$ cat config.mk
export PLATFORM = sky130hd
export DESIGN_NAME = bram_dot_engine
export DESIGN_NICKNAME = d
export VERILOG_FILES = /design/src/rtl/bram_dot_pkg.sv /design/src/rtl/bram_dot_lane_mac.sv /design/src/rtl/bram_dot_engine.sv
export SDC_FILE = /design/constraint.sdc
export NUM_CORES = 1
export LEC_CHECK = 0
export ABC_AREA = 0
export BUFFER_PORTS_ARGS = -buffer_cell sky130_fd_sc_hd__buf_2
export CAP_MARGIN = 20
export CORE_ASPECT_RATIO = 0.75
export CORE_UTILIZATION = 30
export CTS_CLUSTER_DIAMETER = 50
export DETAILED_ROUTE_END_ITERATION = 10
export PLACE_DENSITY = 0.55
export SLEW_MARGIN = 20
export SYNTH_ARGS = -nofsm -noshare
export SYNTH_HDL_FRONTEND = slang
export SYNTH_SLANG_ARGS = --single-unit
$ cat constraint.sdc
create_clock -name BRAM_CLK -period 14.7 [get_ports BRAM_CLK]
set_input_delay 2.94 -clock BRAM_CLK [delete_from_list [all_inputs] [get_ports BRAM_CLK]]
set_output_delay 2.94 -clock BRAM_CLK [all_outputs]
set_load 0.02 [all_outputs]
$ cat src/rtl/bram_dot_pkg.sv
// Shared types and constants for the BRAM int8 dot-product engine.
package bram_dot_pkg;

    localparam int unsigned LANES       = 4;
    localparam int unsigned LANE_W      = 8;
    localparam int unsigned WORD_BYTES  = 4;
    localparam int unsigned MAX_VEC_LEN = 2048;

    typedef enum logic [2:0] {
        StIdle,
        StIssue,
        StDrain,
        StWrite,
        StDone
    } state_e;

    typedef enum logic {
        TAG_A = 1'b0,
        TAG_B = 1'b1
    } tag_e;

    typedef struct packed {
        logic valid;
        tag_e tag;
    } tag_t;

endpackage

$ cat src/rtl/bram_dot_lane_mac.sv
// Combinational 4-lane signed int8 multiply with an 18-bit lane sum,
// sign-extended to 32 bits.
module bram_dot_lane_mac
    import bram_dot_pkg::*;
(
    input  logic [31:0] a_word_i,
    input  logic [31:0] b_word_i,
    output logic [31:0] dot_o
);

    logic signed [15:0] prod [LANES];
    logic signed [17:0] lane_sum;

    always_comb begin
        for (int i = 0; i < LANES; i++) begin
            prod[i] = 16'($signed(a_word_i[i*LANE_W +: LANE_W])) *
                      16'($signed(b_word_i[i*LANE_W +: LANE_W]));
        end
    end

    always_comb begin
        lane_sum = '0;
        for (int i = 0; i < LANES; i++) begin
            lane_sum = lane_sum + 18'(prod[i]);
        end
        dot_o = 32'(lane_sum);
    end

endmodule

$ cat src/rtl/bram_dot_engine.sv
// BRAM master that streams int8 vectors A and B, accumulates their dot product and writes it back.
// Define BRAM_DOT_RELU_EN to clamp the written/latched result at zero.
module bram_dot_engine
    import bram_dot_pkg::*;
#(
    parameter int unsigned BRAM_ADDR_WIDTH = 15,
    parameter int unsigned VEC_LEN         = 64,
    parameter int unsigned A_BASE          = 0,
    parameter int unsigned B_BASE          = 256,
    parameter int unsigned OUT_ADDR        = 512,
    parameter int unsigned RD_LATENCY      = 2
) (
    input  logic                       BRAM_CLK,
    input  logic                       BRAM_RST,
    input  logic                       start,
    output logic [BRAM_ADDR_WIDTH-1:0] MEM_ADDR,
    output logic                       MEM_EN,
    output logic [3:0]                 MEM_WE,
    output logic [31:0]                MEM_WRDATA,
    input  logic [31:0]                MEM_RDDATA,
    output logic                       busy,
    output logic                       done,
    output logic [31:0]                result
);

    if (VEC_LEN == 0 || VEC_LEN > MAX_VEC_LEN) begin : g_vec_len_check
        $error("bram_dot_engine: VEC_LEN must be in 1..2048");
    end
    if (RD_LATENCY == 0) begin : g_rd_latency_check
        $error("bram_dot_engine: RD_LATENCY must be at least 1");
    end

    localparam int unsigned CNT_W = $clog2(2 * VEC_LEN + RD_LATENCY) + 1;
    localparam logic [CNT_W-1:0] ISSUE_LAST = CNT_W'(2 * VEC_LEN - 1);
    localparam logic [CNT_W-1:0] DRAIN_LAST = CNT_W'(RD_LATENCY - 1);
    localparam logic [BRAM_ADDR_WIDTH-1:0] A_BASE_W = BRAM_ADDR_WIDTH'(A_BASE);
    localparam logic [BRAM_ADDR_WIDTH-1:0] B_BASE_W = BRAM_ADDR_WIDTH'(B_BASE);
    localparam logic [BRAM_ADDR_WIDTH-1:0] OUT_W    = BRAM_ADDR_WIDTH'(OUT_ADDR);
    localparam logic [BRAM_ADDR_WIDTH-1:0] LAST_B_W =
        BRAM_ADDR_WIDTH'(B_BASE + WORD_BYTES * (VEC_LEN - 1));

    state_e                     state_q, state_d;
    logic [CNT_W-1:0]           cnt_q, cnt_d;
    tag_t                       tag_q [RD_LATENCY];
    tag_t                       tag_d [RD_LATENCY];
    logic [31:0]                acc_q, acc_d;
    logic [31:0]                a_hold_q, a_hold_d;
    logic [31:0]                result_q, result_d;
    logic [31:0]                lane_dot;
    logic [31:0]                wr_val;
    logic [BRAM_ADDR_WIDTH-1:0] word_off;

    bram_dot_lane_mac u_lane_mac (
        .a_word_i (a_hold_q),
        .b_word_i (MEM_RDDATA),
        .dot_o    (lane_dot)
    );

`ifdef BRAM_DOT_RELU_EN
    assign wr_val = acc_q[31] ? 32'h0 : acc_q;
`else
    assign wr_val = acc_q;
`endif

    // Each A/B pair shares one word offset: index k maps to word k/2.
    assign word_off = BRAM_ADDR_WIDTH'(cnt_q[CNT_W-1:1]) << 2;
    assign result   = result_q;

    always_comb begin
        state_d    = state_q;
        cnt_d      = cnt_q;
        acc_d      = acc_q;
        a_hold_d   = a_hold_q;
        result_d   = result_q;
        tag_d[0]   = '0;
        MEM_ADDR   = '0;
        MEM_EN     = 1'b0;
        MEM_WE     = 4'h0;
        MEM_WRDATA = 32'h0;
        busy       = 1'b0;
        done       = 1'b0;

        for (int i = 1; i < RD_LATENCY; i++) begin
            tag_d[i] = tag_q[i-1];
        end

        if (tag_q[RD_LATENCY-1].valid) begin
            if (tag_q[RD_LATENCY-1].tag == TAG_B) begin
                acc_d = acc_q + lane_dot;
            end else begin
                a_hold_d = MEM_RDDATA;
            end
        end

        unique case (state_q)
            StIdle, StDone: begin
                done = (state_q == StDone);
                if (start) begin
                    state_d = StIssue;
                    cnt_d   = '0;
                    acc_d   = '0;
                end
            end
            StIssue: begin
                busy           = 1'b1;
                MEM_EN         = 1'b1;
                MEM_ADDR       = (cnt_q[0] ? B_BASE_W : A_BASE_W) + word_off;
                tag_d[0].valid = 1'b1;
                tag_d[0].tag   = cnt_q[0] ? TAG_B : TAG_A;
                if (cnt_q == ISSUE_LAST) begin
                    state_d = StDrain;
                    cnt_d   = '0;
                end else begin
                    cnt_d = cnt_q + CNT_W'(1);
                end
            end
            StDrain: begin
                // Enable stays high so the BRAM output register keeps advancing.
                busy     = 1'b1;
                MEM_EN   = 1'b1;
                MEM_ADDR = LAST_B_W;
                if (cnt_q == DRAIN_LAST) begin
                    state_d = StWrite;
                end else begin
                    cnt_d = cnt_q + CNT_W'(1);
                end
            end
            StWrite: begin
                busy       = 1'b1;
                MEM_EN     = 1'b1;
                MEM_ADDR   = OUT_W;
                MEM_WE     = 4'hF;
                MEM_WRDATA = wr_val;
                result_d   = wr_val;
                state_d    = StDone;
            end
            default: state_d = StIdle;
        endcase
    end

    always_ff @(posedge BRAM_CLK or posedge BRAM_RST) begin
        if (BRAM_RST) begin
            state_q  <= StIdle;
            cnt_q    <= '0;
            acc_q    <= '0;
            a_hold_q <= '0;
            result_q <= '0;
            for (int i = 0; i < RD_LATENCY; i++) begin
                tag_q[i] <= '0;
            end
        end else begin
            state_q  <= state_d;
            cnt_q    <= cnt_d;
            acc_q    <= acc_d;
            a_hold_q <= a_hold_d;
            result_q <= result_d;
            for (int i = 0; i < RD_LATENCY; i++) begin
                tag_q[i] <= tag_d[i];
            end
        end
    end

endmodule

==> impl_metrics.py, run 1 <==
metrics = {
    "worst_setup_path": {
        "path_buf_inv": 6,
        "crit_type": "in -> reg",
        "critPathArrivalTime_ps": 11840,
        "critical-path-max-stage-delay_ps": 550,
        "cp.depth": 32,
        "start_kind": "primary input",
        "crit_required_ps": 15010,
        "critPathCaptureType": "flop",
        "cp_common_cell": "fa_1",
        "r2r_end": "acc_q[29]$_DFF_PP0_",
        "reg2reg_from": "a_hold_q[15]$_DFFE_PP0P_",
        "path_max_fanout": 16,
        "slowest_stage": "fa_1",
        "rrSetupSlack_ps": 5310,
        "cp_top_family": "adder cells",
        "rr_worst_depth": 31,
    },
    "placed_design": {
        "placed_area_mm2": 0.01843,
        "port_buffers": 114,
        "placedCellCount": 2553,
        "gp_congestion": 0.8486,
        "hpwl_mm": 33.61,
    },
    "route": {
        "drtAntennaViolNets": 0,
        "vias_per_cell": 4.551,
        "first_iter_violations": 529,
        "drc": 0,
        "wire_per_inst_um": 15.35,
        "postRouteWirelength_mm": 39.44,
        "dr_total_vias": 11690,
        "drtPass1Iterations": 5,
    },
    "timing": {
        "rsz0062_at_grt": "no",
        "fmax_mhz": 86.78,
        "worstMarginPinSlew_ps": 953.3,
        "finalCriticalPeriod_ps": 11520,
        "fin_skew_ps": 14.12,
        "hold_slack_ps": 347.0,
        "slew_headroom_pct": 36.45,
        "drv_slew": 0,
        "setup_tns_ps": 0,
        "setup_viol": 0,
        "finalHoldViolCount": 0,
        "period_share_pct": 78.39,
    },
    "global_route": {
        "grtUsageMet3_pct": 2.493,
        "antenna_found_initial": 3,
        "grt.total_usage_pct": 14.52,
        "gr-total-overflow": 0,
        "met2_usage_pct": 23.45,
        "grt_pass1_wl_mm": 66.66,
        "grt_max_degree": 74,
        "grt_use_met1_pct": 20.33,
        "gr-max-usage-layer": "met2",
        "grt_pass1_vias": 12500,
    },
    "synth": {
        "ys_seq_elements": 112,
        "synthCells": 1751,
        "synth_most_common_cell": "inv_1",
        "synth_cell_types": 59,
        "synth_area_leader_cell": "fa_1",
        "async_flop_share_pct": 100.0,
        "yosysSeqAreaShare_pct": 16.38,
        "netlist_area_mm2": 0.01711,
        "synth-edff-count": 0,
        "ys.warnings.count": 0,
        "synth_common_cells": "376 x inv_1, 319 x fa_1, 175 x and2_1, 149 x nand2_1, 134 x ha_1",
        "synthFlopType": "dfrtp_1",
        "syn_area_per_cell_um2": 9.772,
        "synth.top_cells.by_area": "fa_1 37%, dfrtp_1 16%, ha_1 9.8%, inv_1 8.2%, and2_1 6.4%",
        "synth_top_area_share_pct": 37.32,
    },
    "cells_and_area": {
        "instances_no_fill": 2569,
        "diodes": 0,
        "finalNetCount": 2321,
        "syn_to_final_growth_pct": 9.484,
        "final_layout_size_suffix_gt1_share_pct": 9.848,
        "nFillCells": 5782,
        "final_area_mm2": 0.01873,
    },
    "floorplan": {
        "dieArea_mm2": 0.05801,
        "start_util_pct": 30.49,
        "core-area_mm2": 0.05612,
        "die_w_um": 277.8,
        "rows": 75,
        "die_h_um": 208.8,
        "io_pins": 121,
    },
    "worst_hold_path": {
        "whs_endpoint": "tag_q[1]$_DFF_PP0_",
        "hold_depth": 0,
        "hold_start": "tag_d[1]$_DFF_PP0_",
        "hold_path.class": "reg -> reg",
    },
    "clock_tree": {
        "cts_resized": 0,
        "cts_setup_buffers": 0,
        "clock-sinks": 112,
        "h-tree-depth": 3,
        "cts_tree": "yes",
        "clk_pin_slew_worst_paths_ps": 80,
        "numCtsBuffers": 9,
        "clk_path_buf_depth": 2,
        "cts_root_buf": "clkbuf_16",
        "clk_latency_ps": 390,
        "cts_hold_buffers": 0,
    },
    "run_status": {
        "status": "complete, no violations",
    },
    "flow_run": {
        "drv_cap": 0,
    },
}
==> cells in the final DEF (no fill, tap or decap), types with 9 or more instances in the layout <==
| master | synthesis | layout |
|---|---|---|
| inv_1 | 376 | 375 |
| fa_1 | 319 | 319 |
| and2_1 | 175 | 174 |
| nand2_1 | 149 | 149 |
| ha_1 | 134 | 134 |
| buf_2 | 0 | 114 |
| dfrtp_1 | 112 | 112 |
| a21oi_1 | 62 | 62 |
| a21o_1 | 50 | 50 |
| nor2_1 | 46 | 46 |
| xnor2_1 | 43 | 43 |
| mux2_2 | 32 | 32 |
| o21ai_0 | 32 | 32 |
| nand2b_1 | 23 | 23 |
| nor2b_1 | 22 | 21 |
| nand3_1 | 13 | 13 |
| o21ai_1 | 11 | 11 |
| xor2_1 | 11 | 11 |
| nor3_1 | 9 | 9 |
| clkbuf_16 | 0 | 9 |
==> registers in the layout, summed over array words and instances (netlist names) <==
signal / flops
cnt_q: 9
tag_q: 2
tag_d: 2
result: 32
state_q: 3
acc_q: 32
a_hold_q: 32
==> cell type report <==
cell class	instances	area [um2]	area share, %
clock buffers	11	232.7	1.242
well taps	731	914.6	4.882
multi-input cells	1214	12690	67.73
repair buffers	120	615.6	3.286
flip-flops and latches	112	2803	14.96
clock inverters	5	66.31	0.3540
inverters	376	1414	7.547
==> layer usage <==
layer	wire length [um]	part of all wire, %
met1	18810	48
met5	35	0.089
met4	500	1.3
met2	18780	48
met3	1313	3.3
==> logic make-up after synthesis <==
logic type	count (synthesis)	synth area share (%)
AOI/OAI and AO/OA	203	7.729
xor gates and xnor gates	54	2.764
adders and majority gates	453	47.12
buffers and inverters	430	9.674
DFF	112	16.38
muxes	33	2.164
other	1	0.02192
and+or+nand+nor	465	14.15
==> metrics by stage <==
stage	setup slack (ps)	util (%)
3_3_place_gp	2838	32.84
5_1_grt	2659	33.38
4_1_cts	3179	33.37
2_1_floorplan	2985	-
3_5_place_dp	2757	32.84
6_report	3177	33.38
==> how the worst max path moves through the flow <==
| stage | slack, ps | startpoint | end |
|---|---|---|---|
| floorplan | 2990 | MEM_RDDATA[2] | acc_q[29]$_DFF_PP0_ |
| global placement | 2840 | MEM_RDDATA[8] | acc_q[29]$_DFF_PP0_ |
| detailed placement | 2760 | MEM_RDDATA[8] | acc_q[29]$_DFF_PP0_ |
| CTS | 3180 | MEM_RDDATA[8] | acc_q[29]$_DFF_PP0_ |
| global route | 2660 | MEM_RDDATA[8] | acc_q[31]$_DFF_PP0_ |
| finish | 3180 | MEM_RDDATA[8] | acc_q[29]$_DFF_PP0_ |
Power of run 1 is not shown: default switching activity piles up to over one toggle a cycle in this logic, so the estimate is an artifact.
==> run 2, diff against run 1 <==
Clock period 14.7 ns to 10.7 ns, I/O delays scaled along.
==> run 2 against run 1 <==
Final cell count up 1.4%. Clock skew down 4.1 ps. Worst hold slack improved by 3.7 ps. Critical endpoint is now acc_q[30]$_DFF_PP0_.
==> impl_metrics.py, run 2 (synthesized netlist as in run 1, its figures left out) <==
metrics = {
    "clock_tree": {
        "numCtsBuffers": 9,
        "clk_latency_ps": 390,
        "cts_hold_buffers": 0,
        "clock-sinks": 112,
        "cts_tree": "yes",
        "h-tree-depth": 3,
        "clk_pin_slew_worst_paths_ps": 80,
        "clk_path_buf_depth": 2,
        "cts_root_buf": "clkbuf_16",
    },
    "worst_setup_path": {
        "critPathCaptureType": "flop",
        "critPathArrivalTime_ps": 10580,
        "rr_worst_depth": 32,
        "critical-path-max-stage-delay_ps": 550,
        "path_buf_inv": 5,
        "start_kind": "primary input",
        "slowest_stage": "fa_1",
        "cp_common_cell": "fa_1",
        "reg2reg_from": "a_hold_q[3]$_DFFE_PP0P_",
        "r2r_end": "acc_q[30]$_DFF_PP0_",
        "crit_type": "in -> reg",
        "rrSetupSlack_ps": 1690,
        "crit_required_ps": 10980,
        "cp_top_family": "adder cells",
        "path_max_fanout": 10,
    },
    "worst_hold_path": {
        "hold_start": "tag_d[0]$_DFF_PP0_",
        "hold_path.class": "reg -> reg",
        "hold_depth": 0,
        "whs_endpoint": "tag_q[0]$_DFF_PP0_",
    },
    "route": {
        "wl_met1_mm": 19.65,
        "postRouteWirelength_mm": 40.85,
        "wire_per_inst_um": 15.67,
        "drtPass1Iterations": 5,
        "drc": 0,
        "vias_per_cell": 4.575,
        "wl_met2_mm": 19.10,
        "first_iter_violations": 515,
        "top_layer_used": "met5",
        "wl_met3_mm": 1.522,
        "dr_total_vias": 11920,
        "drtAntennaViolNets": 0,
    },
    "placed_design": {
        "port_buffers": 114,
        "gp_congestion": 0.8998,
        "placed_area_mm2": 0.01870,
        "hpwl_mm": 34.79,
        "placedCellCount": 2589,
    },
    "cells_and_area": {
        "diodes": 0,
        "final_layout_size_suffix_gt1_share_pct": 12.00,
        "syn_to_final_growth_pct": 11.47,
        "final_area_mm2": 0.01907,
        "most-common-layout-cells": "374 x inv_1, 319 x fa_1, 174 x and2_1, 149 x nand2_1, 134 x ha_1",
        "instances_no_fill": 2606,
        "final_common_cell": "inv_1",
        "finalNetCount": 2359,
    },
    "timing": {
        "period_share_pct": 96.27,
        "drv_slew": 0,
        "fin_skew_ps": 10.06,
        "setup_viol": 0,
        "worstMarginPinSlew_ps": 856.9,
        "finalCriticalPeriod_ps": 10300,
        "fmax_mhz": 97.08,
        "slew_headroom_pct": 42.81,
        "setup_tns_ps": 0,
        "finalHoldViolCount": 0,
    },
    "run_status": {
        "status": "complete, no violations",
    },
    "global_route": {
        "grt_pass1_wl_mm": 67.74,
        "grt.total_usage_pct": 14.79,
        "grt_max_degree": 71,
        "grt_pass1_vias": 12670,
        "gr-total-overflow": 0,
        "antenna_found_initial": 2,
    },
    "floorplan": {
        "io_pins": 121,
        "die_w_um": 277.8,
        "die_h_um": 208.8,
        "dieArea_mm2": 0.05801,
        "core-area_mm2": 0.05612,
        "rows": 75,
        "start_util_pct": 30.49,
    },
    "flow_run": {
        "drv_cap": 0,
    },
}
run 2: how the worst max path moves through the flow:
| stage | endpoint | slack (ps) | cells past startpoint | start |
|---|---|---|---|---|
| 2_1_floorplan | acc_q[29]$_DFF_PP0_ | 100 | 38 | MEM_RDDATA[2] |
| 3_3_place_gp | acc_q[29]$_DFF_PP0_ | 50 | 38 | MEM_RDDATA[3] |
| 3_5_place_dp | acc_q[30]$_DFF_PP0_ | -60 | 41 | MEM_RDDATA[3] |
| 4_1_cts | acc_q[30]$_DFF_PP0_ | 370 | 41 | MEM_RDDATA[3] |
| 5_1_grt | acc_q[30]$_DFF_PP0_ | -30 | 41 | MEM_RDDATA[4] |
| 6_report | acc_q[30]$_DFF_PP0_ | 400 | 33 | MEM_RDDATA[3] |
run 2: stage by stage:
step                      hold WS [ps]  worst slack [ps]  util [%]
after floorplan                  331.2             97.14         -
after global placement           335.1             48.33     33.33
after detailed placement         334.7            -58.75     33.33
after CTS                        357.2             372.6     33.90
after global routing             363.3            -27.25     33.99
final                            350.7             398.8     33.99
run 2: timing repair:
action	in CTS	in global routing
setup buffers	0	2
endpoints found under the setup margin	0	6
gates resized for setup	0	7
run 2: worst register-to-register path: cells and delay by family, from the launching register on:
kind,cells,cell delay [ps]
AO/OA/AOI/OAI,12,2380
XOR/XNOR,2,330
adder cells (fa/ha/maj),10,4540
buffers and inverters,4,470
flip-flops,1,530
AND/OR/NAND/NOR,4,650
run 2: area by class of cell:
class,instances,area [um2]
Fill cell,5764,37040
Multi-Input combinational cell,1214,12710
Clock buffer,11,242.7
Sequential cell,112,2803
Clock inverter,4,77.57
Timing Repair Buffer,158,905.9
Tap cell,731,914.6
Inverter,376,1416
run 2: per-layer routing:
metal  GRT usage [%]  up-vias
met2           23.49      197
li1                -     5577
met3           2.381       32
met5               0        -
met1           21.16     6113
met4           3.201        4
Power of run 2 is left out for the same reason.
